`src/rtl/spi_flash_pkg.sv`:
```
// Shared constants for the SPI flash controller: FSM encoding, status bit
// positions and counter widths.
package spi_flash_pkg;

  localparam int DIV_W   = 8;
  localparam int CNT_W   = 3;
  localparam int STATE_W = 2;

  localparam logic [STATE_W-1:0] ST_IDLE = 2'd0;
  localparam logic [STATE_W-1:0] ST_LOW  = 2'd1;
  localparam logic [STATE_W-1:0] ST_HIGH = 2'd2;

  localparam int STAT_BUSY     = 0;
  localparam int STAT_RX_VALID = 1;
  localparam int STAT_OWNER_BB = 2;
  localparam int STAT_OVERRUN  = 3;

  localparam logic [CNT_W-1:0] LAST_BIT = 3'd7;

  // Value loaded into the divider so that a phase lasts clkdiv cycles
  function automatic logic [DIV_W-1:0] div_reload(input int clkdiv);
    return DIV_W'(clkdiv - 1);
  endfunction

endpackage

```
`src/rtl/spi_flash_ctl_shift8.sv`:
```
// 8-bit load / shift-left register; MSB is the outgoing bit, serial_in
// enters at bit 0.
module spi_shift8 (
  input  logic       clk,
  input  logic       resetq,
  input  logic       load,
  input  logic       shift_en,
  input  logic [7:0] load_data,
  input  logic       serial_in,
  output logic [7:0] q
);

  // Load has priority so a back-to-back transfer can start on the last shift
  always_ff @(posedge clk or negedge resetq) begin
    if (!resetq) begin
      q <= '0;
    end else if (load) begin
      q <= load_data;
    end else if (shift_en) begin
      q <= {q[6:0], serial_in};
    end
  end

endmodule

```
`src/rtl/spi_flash_ctl.sv`:
```
// SPI mode-0 byte engine for the configuration flash, with a pin arbiter that
// hands the flash pins to the legacy bit-bang path on request.
module spi_flash_ctl #(
  parameter int CLKDIV = 1
) (
  input  logic       clk,
  input  logic       resetq,
  input  logic       data_wr,
  input  logic       ctl_wr,
  input  logic       stat_rd,
  input  logic [7:0] wd,
  output logic [7:0] rx_data,
  output logic [3:0] status,
  input  logic       bb_sck,
  input  logic       bb_mosi,
  input  logic       bb_csn,
  input  logic       miso,
  output logic       sck,
  output logic       mosi,
  output logic       csn
);

  import spi_flash_pkg::*;

  localparam logic [DIV_W-1:0] DIV_RELOAD = div_reload(CLKDIV);

  logic [STATE_W-1:0] state, state_nxt;
  logic [DIV_W-1:0]   div_cnt, div_nxt;
  logic [CNT_W-1:0]   bit_cnt, cnt_nxt;
  logic               sck_q, sck_nxt;
  logic               mosi_q, mosi_nxt;
  logic               busy_q;
  logic               csn_q;
  logic               bb_req;
  logic               owner_bb;
  logic               rx_valid;
  logic               overrun;
  logic [7:0]         shift_q;
  logic               load;
  logic               shift_en;
  logic               complete;
  logic               can_start;
  logic               phase_end;
  logic               drop;

  // A new byte may only start when the engine owns the pins and no hand-over
  // to the bit-bang path is waiting
  assign can_start = !owner_bb && !bb_req;
  assign phase_end = (div_cnt == '0);
  assign drop      = data_wr && !load;

  spi_shift8 u_shift (
    .clk       (clk),
    .resetq    (resetq),
    .load      (load),
    .shift_en  (shift_en),
    .load_data (wd),
    .serial_in (miso),
    .q         (shift_q)
  );

  // Next-state logic: divider pacing, bit sequencing and registered pin values
  always_comb begin
    state_nxt = state;
    div_nxt   = div_cnt;
    cnt_nxt   = bit_cnt;
    sck_nxt   = sck_q;
    mosi_nxt  = mosi_q;
    load      = 1'b0;
    shift_en  = 1'b0;
    complete  = 1'b0;
    case (state)
      ST_IDLE: begin
        if (data_wr && can_start) begin
          load      = 1'b1;
          state_nxt = ST_LOW;
          div_nxt   = DIV_RELOAD;
          cnt_nxt   = LAST_BIT;
          sck_nxt   = 1'b0;
          mosi_nxt  = wd[7];
        end
      end
      ST_LOW: begin
        if (phase_end) begin
          state_nxt = ST_HIGH;
          div_nxt   = DIV_RELOAD;
          sck_nxt   = 1'b1;
        end else begin
          div_nxt = div_cnt - DIV_W'(1);
        end
      end
      ST_HIGH: begin
        if (phase_end) begin
          shift_en = 1'b1;
          div_nxt  = DIV_RELOAD;
          sck_nxt  = 1'b0;
          if (bit_cnt == '0) begin
            complete = 1'b1;
            if (data_wr && can_start) begin
              load      = 1'b1;
              state_nxt = ST_LOW;
              cnt_nxt   = LAST_BIT;
              mosi_nxt  = wd[7];
            end else begin
              state_nxt = ST_IDLE;
              mosi_nxt  = 1'b0;
            end
          end else begin
            cnt_nxt   = bit_cnt - CNT_W'(1);
            state_nxt = ST_LOW;
            mosi_nxt  = shift_q[6];
          end
        end else begin
          div_nxt = div_cnt - DIV_W'(1);
        end
      end
      default: begin
        state_nxt = ST_IDLE;
        sck_nxt   = 1'b0;
        mosi_nxt  = 1'b0;
      end
    endcase
  end

  // Engine state and registered SCK/MOSI; reset aborts any transfer at once
  always_ff @(posedge clk or negedge resetq) begin
    if (!resetq) begin
      state   <= ST_IDLE;
      div_cnt <= '0;
      bit_cnt <= '0;
      sck_q   <= 1'b0;
      mosi_q  <= 1'b0;
      busy_q  <= 1'b0;
    end else begin
      state   <= state_nxt;
      div_cnt <= div_nxt;
      bit_cnt <= cnt_nxt;
      sck_q   <= sck_nxt;
      mosi_q  <= mosi_nxt;
      busy_q  <= (state_nxt != ST_IDLE);
    end
  end

  // Control register: chip select takes effect immediately, bb_req is latched
  always_ff @(posedge clk or negedge resetq) begin
    if (!resetq) begin
      csn_q  <= 1'b1;
      bb_req <= 1'b0;
    end else if (ctl_wr) begin
      csn_q  <= ~wd[0];
      bb_req <= wd[1];
    end
  end

  // Pin ownership only changes hands while the engine is idle
  always_ff @(posedge clk or negedge resetq) begin
    if (!resetq) begin
      owner_bb <= 1'b0;
    end else if (state == ST_IDLE) begin
      owner_bb <= bb_req;
    end
  end

  // Receive data and sticky flags; fresh data beats a coincident status read
  always_ff @(posedge clk or negedge resetq) begin
    if (!resetq) begin
      rx_data  <= '0;
      rx_valid <= 1'b0;
      overrun  <= 1'b0;
    end else begin
      if (complete) begin
        rx_data <= {shift_q[6:0], miso};
      end
      rx_valid <= complete | (rx_valid & ~stat_rd);
      if (drop || (complete && rx_valid && !stat_rd)) begin
        overrun <= 1'b1;
      end else if (stat_rd) begin
        overrun <= 1'b0;
      end
    end
  end

  // Status word assembled from the individual flags
  always_comb begin
    status                = '0;
    status[STAT_BUSY]     = busy_q;
    status[STAT_RX_VALID] = rx_valid;
    status[STAT_OWNER_BB] = owner_bb;
    status[STAT_OVERRUN]  = overrun;
  end

  assign sck  = owner_bb ? bb_sck  : sck_q;
  assign mosi = owner_bb ? bb_mosi : mosi_q;
  assign csn  = owner_bb ? bb_csn  : csn_q;

endmodule

```
`config.mk`:
```
export PLATFORM = sky130hd
export DESIGN_NAME = spi_flash_ctl
export DESIGN_NICKNAME = d
export VERILOG_FILES = /design/src/rtl/spi_flash_pkg.sv /design/src/rtl/spi_flash_ctl_shift8.sv /design/src/rtl/spi_flash_ctl.sv
export SDC_FILE = /design/constraint.sdc
export NUM_CORES = 1
export LEC_CHECK = 0
export CAP_MARGIN = 10
export CORE_UTILIZATION = 48
export CTS_CLUSTER_SIZE = 10
export DETAILED_ROUTE_END_ITERATION = 7
export HOLD_SLACK_MARGIN = 0.06
export PLACE_DENSITY_LB_ADDON = 0.12
export RECOVER_POWER = 100
export SLEW_MARGIN = 0
export SYNTH_ARGS = -nofsm -noshare
export SYNTH_HDL_FRONTEND = slang
export SYNTH_SLANG_ARGS = --single-unit
```
`constraint.sdc`:
```
create_clock -name clk -period 7.35 [get_ports clk]
set_clock_uncertainty 0.1 [all_clocks]
set_input_delay 1.47 -clock clk [delete_from_list [all_inputs] [get_ports clk]]
set_output_delay 1.47 -clock clk [all_outputs]
set_load 0.1 [all_outputs]
```
# Word-level counts from Yosys, hierarchy flattened
# Index checks and enable logic that the tools add are counted.
[word_totals]
word_cells = 86
inputBits = 17
output_inout_bits = 15
reg_bits = 36
[classes]
reduce_logical = 23
n_mux = 38
eq_ne = 5
addsub = 2
bitwise_logic = 5
[op_table]
columns = ["operator", "count"]
rows = [
  ["$mux 1", 21],
  ["$mux 8", 2],
  ["$pmux 8 s2", 1],
  ["$mux 7", 2],
  ["$reduce_bool 2->1", 5],
  ["$mux 3", 3],
  ["$logic_not 8->1", 1],
  ["$mux 2", 4],
  ["$sub 8x1->8 const B", 1],
  ["$ne 2x2->1 const B", 3],
  ["$pmux 1 s3", 2],
  ["$pmux 2 s3", 1],
  ["$pmux 3 s2", 1],
  ["$reduce_and 3->1", 2],
  ["$logic_and 1x1->1", 5],
  ["$logic_not 1->1", 4],
  ["$reduce_and 2->1", 2],
  ["$logic_not 3->1", 1],
  ["$not 1->1", 3],
  ["$sub 3x1->3 const B", 1],
  ["$eq 2x1->1 const B", 1],
  ["$eq 2x2->1 const B", 1],
  ["$logic_not 2->1", 1],
  ["$pmux 1 s2", 1],
  ["other kinds (4)", 4],
]

# Logic depth before layout (Yosys ltp)
[logic_depth]
word_depth = 11
ltp_mapped = 9
ltp_nobuf = 6

# By module
# Synthesis repeated with hierarchy kept, for this count alone.
[unflattened]
hier_cells = 181
hier_area_um2 = 1966.9
[modules_own_cells]
columns = ["mod", "cells_per_inst", "area_per_inst_um2", "instances", "seq_area_each_um2"]
rows = [
  ["spi_flash_ctl", 147, 1594.0, 1, 726.9],
  ["spi_shift8", 34, 372.9, 1, 200.2],
]

# Worst setup path before layout
# Ideal clock, no wire load.
[synth_path]
path_type = "in2out"
startpoint = "input bb_csn"
endpoint = "output csn"
arrival_time_ns = 1.942
path_stages = 1
n_path_buf = 0
setup_slack_ns = 3.838
t_required_ns = 5.780
cell_sequence = "mux2_2"
[synth_between]
elab_chain_cells = 1
[synth_rtl]
columns = ["item", "line_no", "text"]
rows = [
  ["from (decl)", "spi_flash_ctl.sv:16", "input logic bb_csn,"],
  ["$mux 1", "spi_flash_ctl.sv:194", "assign csn = owner_bb ? bb_csn : csn_q;"],
  ["to (decl)", "spi_flash_ctl.sv:20", "output logic csn"],
]
# Every way passes these cells.

# Final worst setup path
[layout_path]
startpoint = "input bb_sck"
endpoint = "output sck"
[layout_between]
elab_chain_cells = 1
[layout_rtl]
columns = ["item", "line_no", "text"]
rows = [
  ["from (decl)", "spi_flash_ctl.sv:14", "input logic bb_sck,"],
  ["$mux 1", "spi_flash_ctl.sv:192", "assign sck = owner_bb ? bb_sck : sck_q;"],
  ["to (decl)", "spi_flash_ctl.sv:18", "output logic sck,"],
]
# Every way passes these cells.

==> results.sh <==
export IMPL_grt_pass1_wl_um=6940
export IMPL_clock_sinks=36
export IMPL_cp_endpoint="sck"
export IMPL_io_buffers=31
export IMPL_setup_violations=0
export IMPL_multiInputGateArea_um2=837
export IMPL_syn2layout_area_growth_pct=19.9
export IMPL_max_freq_mhz=205
export IMPL_power_density_nw_per_um2=175
export IMPL_final_setup_tns_ps=0
export IMPL_netlist_area_um2=1940
export IMPL_min_path_cells=2
export IMPL_cp_data_required_time_ps=5780
export IMPL_synth_cells=198
export IMPL_gp_congestion=0.813
export IMPL_drive_gt1_frac=0.0800
export IMPL_hold_violations=0
export IMPL_ios=32
export IMPL_syn_area_per_cell_um2=9.78
export IMPL_max_clock_path_buffers=2
export IMPL_path_max_fanout=1
export IMPL_insertedDiodeCount=0
export IMPL_first_iter_violations=114
export IMPL_vias_per_cell=5.72
export IMPL_mostFrequentLayoutCells="dfrtp_1, inv_1, dlygate4sd3_1"
export IMPL_worstSetupStartpoint="bb_sck"
export IMPL_yosysSeqAreaShare=0.466
export IMPL_timing_final_crit_share=0.663
export IMPL_die_y_um=65.5
export IMPL_drtPass1Iterations=5
export IMPL_rsz0062_at_grt="false"
export IMPL_r2r_slack_ps=4090
export IMPL_die_area_um2=4290
export IMPL_violations="max-capacitance violations, max-slew violations"
export IMPL_initial_core_util=0.514
export IMPL_synthesis_nets=222
export IMPL_finalMaxSlewViolations=37
export IMPL_rows=22
export IMPL_drt_wl_total_um=4100
export IMPL_layout_nets=248
export IMPL_die_w_um=65.5
export IMPL_total_leakage_power_uw=0.00107
export IMPL_reg2reg_depth=6
export IMPL_overflow=0
export IMPL_grt_max_degree=37
export IMPL_core_area_um2=3770
export IMPL_status="finished with violations"
export IMPL_min_period_ps=4870
export IMPL_cts_tree="yes"
export IMPL_hold_path_class="reg -> reg"
export IMPL_placed_area_um2=2230
export IMPL_antenna_found_initial=0
export IMPL_start_kind="primary input"
export IMPL_clockRootBuffer="clkbuf_8"
export IMPL_slowest_stage="dlygate4sd3_1"
export IMPL_mostFrequentLayoutCell="dfrtp_1"
export IMPL_worst_pin_slew_ps=1880
export IMPL_ctsHoldBuffers=0
export IMPL_cts_resized=0
export IMPL_maxCapViolCount=1
export IMPL_arrival_ps=3300
export IMPL_vdd_drop_max_mv=0.116
export IMPL_insertion_delay_ps=290
export IMPL_finish_instance_area_um2=2320
export IMPL_hpwl_um=2950
export IMPL_slew_limit_headroom=-0.250
export IMPL_n_fill_cell=314
export IMPL_grt_pass1_vias=1468
export IMPL_ys_types=43
export IMPL_reg2reg_from="state[0]"
export IMPL_drc_errors=0
export IMPL_regArea_um2=902
export IMPL_crit_type="in -> out"
export IMPL_wl_per_cell_um=15.0
export IMPL_numCtsBuffers=5
export IMPL_grt_use_total=0.216
export IMPL_yosysWarnings=0
export IMPL_path_cells="clkdlybuf4s50_1 -> mux2_2 -> dlygate4sd3_1"
export IMPL_dr_total_vias=1561
export IMPL_clk_transition_reported_paths_ps=80
export IMPL_cts_setup_buffers=0
export IMPL_detail_route_antenna_nets=0
export IMPL_reg2reg_to="u_shift.q[3]"
export IMPL_max_stage_delay_ps=1200
export IMPL_setup_worst_path_end_class="primary output"
export IMPL_synth_seq_cells=36
export IMPL_htree_levels=2
export IMPL_worst_hold_slack_ps=377
## cell type report
class	count	share of cell area
sequential	36	0.388
clock inverter	2	0.0151
tap	48	0.0259
timing repair buffer	32	0.135
inverter	27	0.0436
clock buffer	6	0.0312
multi-input combinational	122	0.360
## flip-flops by register name, indices dropped and copies added, names as in the netlist, 2 cells and up
name	cells
u_shift.q	7
bit_cnt	3
rx_data	8
div_cnt	8
state	2
## worst min-delay path by stage
stage / end / start / slack, ps
detailed placement: rx_data[6] / rx_data[6] / 370
global route: rx_data[2] / rx_data[2] / 420
finish: rx_data[6] / rx_data[6] / 380
floorplan: bit_cnt[2] / bit_cnt[2] / 360
global placement: rx_data[6] / rx_data[6] / 360
CTS: rx_data[2] / rx_data[2] / 390
## cell usage after synthesis
cell type,instances,share of area
nand2_1,15,0.029
a21oi_4,1,0.0084
o221ai_1,1,0.0045
a32o_1,2,0.010
a31oi_1,5,0.016
a222oi_1,7,0.036
inv_1,27,0.052
a21oi_1,12,0.031
clkbuf_2,2,0.0052
o31ai_1,1,0.0039
or3b_2,1,0.0045
o22ai_1,1,0.0032
nand2b_1,3,0.0097
o21ai_0,14,0.036
a211oi_1,1,0.0039
mux2i_1,2,0.010
buf_6,2,0.012
nor4_1,3,0.0097
nand4_1,2,0.0065
nor2_1,10,0.019
or4b_2,1,0.0052
dfrtp_1,35,0.45
o41ai_1,1,0.0045
or3_1,3,0.0097
or4_1,1,0.0039
clkbuf_1,4,0.0077
a22o_1,3,0.014
or4bb_1,1,0.0058
a32oi_1,2,0.0090
nor3b_1,1,0.0039
nor4b_1,1,0.0045
nor3_1,4,0.010
xnor2_1,1,0.0045
nor2b_1,2,0.0065
dfstp_2,1,0.014
buf_4,5,0.019
ha_1,7,0.045
or4b_1,1,0.0052
o32ai_1,1,0.0045
a2bb2oi_1,1,0.0045
mux2_2,7,0.041
a31o_2,1,0.0045
a221oi_1,2,0.0090
## cell families (layout without fill, tap and decap cells)
family | count (synthesis) | after routing | synth area share
buffers and inverters | 40 | 67 | 0.0963
adders and majority gates | 7 | 7 | 0.0452
DFF | 36 | 36 | 0.466
muxes | 9 | 9 | 0.0510
xor gates and xnor gates | 1 | 1 | 0.00452
AOI/OAI and AO/OA | 56 | 56 | 0.204
and+or+nand+nor | 49 | 49 | 0.134
## through the flow
stage               power (uW)  instances  utilization  worst slack, ps
floorplan                  223        198            -             3840
global placement           239        265        0.591             2550
detailed placement         240        265        0.591             2550
CTS                        411        273        0.620             2540
global route               421        273        0.616             2470
finish                     407        273        0.616             2480
## power breakdown
group          switching (uW)  total (uW)  leakage (uW)  internal (uW)
Combinational            18.3        30.9      0.000606           12.6
Sequential               1.62         204      0.000413            202
Clock                    71.9         173     0.0000552            101
## critical path: cells and delay by family
family / cells / cell delay [ps]
buf+inv: 2 / 1680
mux: 1 / 160
## layer usage
layer	vias up	GRT usage	part of all wire
li1	761	-	-
met1	743	0.306	0.47
met2	50	0.321	0.47
met3	7	0.0521	0.048
met4	0	0.0734	0.011
met5	-	0	0
(Power assumes the default switching activity.)
